<file path="config.mk">
export PLATFORM = sky130hd
export DESIGN_NAME = hex_entry
export DESIGN_NICKNAME = d
export VERILOG_FILES = /design/src/rtl/hex_entry.sv
export SDC_FILE = /design/constraint.sdc
export NUM_CORES = 1
export LEC_CHECK = 0
export BUFFER_PORTS_ARGS = -buffer_cell sky130_fd_sc_hd__buf_2
export CORE_MARGIN = 2
export CORE_UTILIZATION = 60
export DETAILED_ROUTE_END_ITERATION = 16
export GPL_TIMING_DRIVEN = 0
export PLACE_DENSITY = 0.88
export SLEW_MARGIN = 5
export SYNTH_ARGS = -nofsm -noshare
export SYNTH_HDL_FRONTEND = slang
export SYNTH_SLANG_ARGS = --single-unit
</file>
<file path="constraint.sdc">
create_clock -name clk -period 4.57 [get_ports clk]
set_input_delay 0.6855 -clock clk [delete_from_list [all_inputs] [get_ports clk]]
set_output_delay 0.6855 -clock clk [all_outputs]
set_load 0.02 [all_outputs]
</file>
<file path="src/rtl/hex_entry.sv">
// ============================================================================
// Module   : hex_entry
// Purpose  : Four-digit hex entry editor driven by five debounced buttons,
//            with cursor blink mask and commit pulse. Optional auto-repeat on
//            up/down is enabled by defining HEX_ENTRY_AUTOREPEAT_EN.
// Revision : 1.0
// ============================================================================
`default_nettype none

module hex_entry #(
    parameter int REPEAT_DELAY = 5000000,
    parameter int REPEAT_RATE  = 1000000,
    parameter int BLINK_N      = 22
) (
    input  logic        clk,
    input  logic        rst,
    input  logic        btn_up,
    input  logic        btn_down,
    input  logic        btn_left,
    input  logic        btn_right,
    input  logic        btn_enter,
    output logic [15:0] value,
    output logic [1:0]  cursor,
    output logic [3:0]  blank,
    output logic [15:0] committed,
    output logic        commit
);

    typedef enum logic [2:0] {
        ACT_NONE  = 3'd0,
        ACT_UP    = 3'd1,
        ACT_DOWN  = 3'd2,
        ACT_LEFT  = 3'd3,
        ACT_RIGHT = 3'd4,
        ACT_ENTER = 3'd5
    } act_t;

    localparam int c_BTN_UP    = 0;
    localparam int c_BTN_DOWN  = 1;
    localparam int c_BTN_LEFT  = 2;
    localparam int c_BTN_RIGHT = 3;
    localparam int c_BTN_ENTER = 4;

    generate
        if (REPEAT_DELAY < 1 || REPEAT_RATE < 1 || BLINK_N < 1) begin : g_bad_params
            $error("hex_entry: REPEAT_DELAY, REPEAT_RATE and BLINK_N must be >= 1");
        end
    endgenerate

    logic [4:0]         w_btn;
    logic [4:0]         r_btn;
    logic [4:0]         w_press;
    act_t               w_press_act;
    act_t               w_act;
    act_t               r_act;
    logic [15:0]        r_value;
    logic [1:0]         r_cursor;
    logic [15:0]        r_committed;
    logic               r_commit;
    logic [BLINK_N-1:0] r_blink;
    logic [3:0]         w_blank;
    logic               w_rep_step;

    assign w_btn   = {btn_enter, btn_right, btn_left, btn_down, btn_up};
    assign w_press = w_btn & ~r_btn;

    // Same-cycle presses collapse to the single highest-priority one.
    always_comb begin
        w_press_act = ACT_NONE;
        if (w_press[c_BTN_ENTER])      w_press_act = ACT_ENTER;
        else if (w_press[c_BTN_UP])    w_press_act = ACT_UP;
        else if (w_press[c_BTN_DOWN])  w_press_act = ACT_DOWN;
        else if (w_press[c_BTN_LEFT])  w_press_act = ACT_LEFT;
        else if (w_press[c_BTN_RIGHT]) w_press_act = ACT_RIGHT;
    end

`ifdef HEX_ENTRY_AUTOREPEAT_EN
    localparam logic [23:0] c_REP_DELAY = 24'(REPEAT_DELAY);
    localparam logic [23:0] c_REP_RATE  = 24'(REPEAT_RATE);

    logic [23:0] r_rep_cnt;
    logic        r_rep_active;
    logic        r_rep_down;
    logic        r_rep_phase;
    logic        w_rep_held;
    logic        w_rep_hit;

    assign w_rep_held = r_rep_down ? (btn_down && !btn_up) : (btn_up && !btn_down);
    assign w_rep_hit  = (r_rep_cnt == (r_rep_phase ? c_REP_RATE : c_REP_DELAY));
    assign w_rep_step = r_rep_active && w_rep_held && (w_press == 5'd0) && w_rep_hit;

    // r_rep_cnt holds the number of edges elapsed since the press edge.
    always_ff @(posedge clk) begin
        if (rst) begin
            r_rep_cnt    <= 24'd0;
            r_rep_active <= 1'b0;
            r_rep_down   <= 1'b0;
            r_rep_phase  <= 1'b0;
        end else if (w_press != 5'd0) begin
            r_rep_cnt   <= 24'd1;
            r_rep_phase <= 1'b0;
            if (w_press == 5'b00001 && !btn_down) begin
                r_rep_active <= 1'b1;
                r_rep_down   <= 1'b0;
            end else if (w_press == 5'b00010 && !btn_up) begin
                r_rep_active <= 1'b1;
                r_rep_down   <= 1'b1;
            end else begin
                r_rep_active <= 1'b0;
            end
        end else if (r_rep_active) begin
            if (!w_rep_held) begin
                r_rep_active <= 1'b0;
            end else if (w_rep_hit) begin
                r_rep_cnt   <= 24'd1;
                r_rep_phase <= 1'b1;
            end else begin
                r_rep_cnt <= r_rep_cnt + 24'd1;
            end
        end
    end

    always_comb begin
        w_act = w_press_act;
        if (w_press_act == ACT_NONE && w_rep_step)
            w_act = r_rep_down ? ACT_DOWN : ACT_UP;
    end
`else
    assign w_rep_step = 1'b0;

    always_comb begin
        w_act = w_press_act;
    end
`endif

    // Decoded action is registered first, giving one cycle of latency.
    always_ff @(posedge clk) begin
        if (rst) begin
            r_btn       <= w_btn;
            r_act       <= ACT_NONE;
            r_value     <= 16'd0;
            r_cursor    <= 2'd0;
            r_committed <= 16'd0;
            r_commit    <= 1'b0;
            r_blink     <= '0;
        end else begin
            r_btn    <= w_btn;
            r_act    <= w_act;
            r_blink  <= r_blink + 1'b1;
            r_commit <= (r_act == ACT_ENTER);
            case (r_act)
                ACT_UP:    r_value[{r_cursor, 2'b00} +: 4] <= r_value[{r_cursor, 2'b00} +: 4] + 4'd1;
                ACT_DOWN:  r_value[{r_cursor, 2'b00} +: 4] <= r_value[{r_cursor, 2'b00} +: 4] - 4'd1;
                ACT_LEFT:  r_cursor <= r_cursor + 2'd1;
                ACT_RIGHT: r_cursor <= r_cursor - 2'd1;
                ACT_ENTER: r_committed <= r_value;
                default:   ;
            endcase
        end
    end

    always_comb begin
        w_blank           = 4'b0000;
        w_blank[r_cursor] = r_blink[BLINK_N-1];
    end

    assign value     = r_value;
    assign cursor    = r_cursor;
    assign blank     = w_blank;
    assign committed = r_committed;
    assign commit    = r_commit;

endmodule

`default_nettype wire
</file>
==> run summary <==
CP Cell Sequence: inv_1 -> ha_1 -> nor4_1 -> nand2_1 -> o211ai_1
clk_lat worst skew: 0.33 ns
Vias per Instance: 5.82
Crit Path Class: flip-flop to flip-flop
worst hold path class: flip-flop to flip-flop
Final Cell Area: 3330 µm²
Routed met2 length: 3.09 mm
Post-Place Worst Slack: 2.17 ns
WP data arrival: 2.76 ns
Avg Cell Area, Syn: 9.00 µm²
Finished Layout Cells: 429
maximum fanout along the worst path: 10
number of global-route vias before repair: 2309
Fmax: 400 MHz
Layout fillers: 366
standard-cell rows: 25
CP bufs+invs: 1
register area share after synthesis: 45.8%
total grt overflow: 0
routed vias: 2498
Routed Antenna Nets: 0
most common cell after layout, fill and taps aside: dfxtp_1
Synth Register Bits: 65
post_cts resized: 0
CTS buffer count: 9
period utilization: 54.8%
crit end category: flip-flop
Clock Tree Root: clkbuf_8
ranking of synthesized cells by area: dfxtp_1 (46%), nand2_1 (5.8%), a21oi_1 (4.8%)
CTS tree: yes
met3 wire len: 419 µm
Max Cap Viol: 0
area post-placement: 3130 µm²
worst-margin pin slew: 0.985 ns
WL final: 6.41 mm
status: finished, final reports clean
# placed instances: 414
# nets final: 388
H-tree levels: 3
core area: 4630 µm²
Clock Skew: 0.00662 ns
Worst Path Required: 4.82 ns
HPWL Detailed: 4.52 mm
CP peak stage delay: 0.83 ns
Post-CTS Setup Bufs: 0
Post-Syn Nets: 333
minimum clock period: 2.50 ns
most frequent cells in the layout: dfxtp_1 (65), nand2_1 (44), buf_2 (44)
gpl congestion: 0.843
DR iter-0 viols: 207
share of the synthesized area in the top cell type: 45.8%
Layout area overhead: 17.0%
IO Port Bufs: 44
initial antenna violation count: 0
Critical Path Slowest Stage Cell: nor4_1
cell family with most CP delay: simple AND/OR/NAND/NOR gates
VDD IR max: 276 µV
layout cells sized above 1: 18.9%
CTS Buffer Depth: 2
M1 wire length: 2.77 mm
Slew HR: 33.7%
Slew Viols, Final: 0
mapped cell area: 2840 µm²
Leakage Power: 1.29 nW
RSZ-0062 raised after global routing: no
final worst slack: 2.07 ns
Global Route Usage Sum: 25.6%
Ys Warns: 0
Distinct cells, synth: 37
clock sink count: 65
Die Ht: 72.8 µm
routed len/inst: 14.9 µm
Initial Utilization: 61.4%
endpoints failing hold: 0
largest net degree at the start of global routing: 11
setup_tns: 0 ns
Startpoint Class: flip-flop
DR top layer: met4
first-pass GRT wire length: 10.3 mm
Hold-fix buffers, CTS: 0
drc violations: 0
Die Area: 5300 µm²
DIE WIDTH: 72.8 µm
final setup violation count: 0
# diodes: 0
Synth area leader: dfxtp_1
Synth Instances: 316
Clock transition at path regs: 0.07 ns
DRT Pass-1 Iters: 5
Pwr Density: 353 nW/µm²
IO Pins: 46
-- metal layers --
metal	vias up	global-route usage, %
met4	0	12.3
met3	17	4.70
li1	1198	-
met5	-	0
met2	108	42.1
met1	1175	32.6
-- Yosys cell counts, drive strengths merged --
| cell type | number |
|---|---|
| or3 | 5 |
| xor2 | 5 |
| a31oi | 2 |
| nand2 | 44 |
| nor4b | 3 |
| clkbuf | 11 |
| nor3b | 1 |
| nor4 | 2 |
| o21ai | 5 |
| o211ai | 4 |
| nand4b | 1 |
| and2 | 4 |
| nand2b | 4 |
| nor3 | 10 |
| a22oi | 9 |
| nor2b | 6 |
| and3b | 1 |
| inv | 9 |
| xnor2 | 15 |
| nand3 | 11 |
| mux4 | 4 |
| dfxtp | 65 |
| mux2i | 1 |
| ha | 10 |
| a21oi | 27 |
| buf | 2 |
| and3 | 3 |
| nand3b | 8 |
| and4 | 2 |
| nor2 | 36 |
| nand4 | 5 |
| or2 | 1 |
-- kinds of logic (layout without fill, tap and decap cells) --
logic type      Yosys count  count (layout)  share of synthesized area (%)
mux                       5               5                           3.65
xor+xnor                 20              20                           6.43
fa+ha+maj                10              10                           4.40
flops                    65              65                           45.8
buf+inv                  22              81                           3.30
compound gates           47              47                           9.73
simple gates            147             147                           26.7
-- tightest hold or removal path, cell delays in order, from the launching register on --
cell and delay (ns):
dfxtp_1 0.31, nand2_1 0.05, a21oi_1 0.05
-- state kept, by name (all words and copies together) (netlist names), named ones only --
signal     cells
value         12
r_blink       22
r_act          3
commit         1
r_btn          5
cursor         2
committed     16
-- per-stage QoR --
step	total power [W]	utilization, %	hold WS, ns
2_1_floorplan	0.000670	-	0.426
3_3_place_gp	0.000694	67.6	0.440
3_5_place_dp	0.000699	67.6	0.445
4_1_cts	0.00117	71.8	0.454
5_1_grt	0.00121	71.8	0.464
6_report	0.00117	71.8	0.453
-- power breakdown --
group / total, W / switching (W) / internal [W]
clock network: 0.000486 / 0.000209 / 0.000277
registers: 0.000589 / 0.0000122 / 0.000577
logic: 0.0000991 / 0.0000633 / 0.0000358
-- area by class of cell --
class	count	area (µm²)	share of cell area, %
plain buffers	13	60.1	1.81
clock buffers	12	155	4.67
clock inverters	3	40.0	1.20
inverters	9	33.8	1.02
multi-input cells	229	1450	43.5
flip-flops and latches	65	1300	39.1
well taps	54	67.6	2.03
repair buffers	44	220	6.62
-- worst paths after layout --
| path | start | end | slack [ns] | cells after the start |
|---|---|---|---|---|
| setup / recovery | cursor[1] | value[15] | 2.07 | 5 |
| hold / removal | committed[14] | committed[14] | 0.45 | 2 |
| setup reg to reg | cursor[1] | value[15] | 2.07 | 5 |
| hold reg to reg | committed[14] | committed[14] | 0.45 | 2 |
No activity file was read; power rests on OpenSTA's default activity.
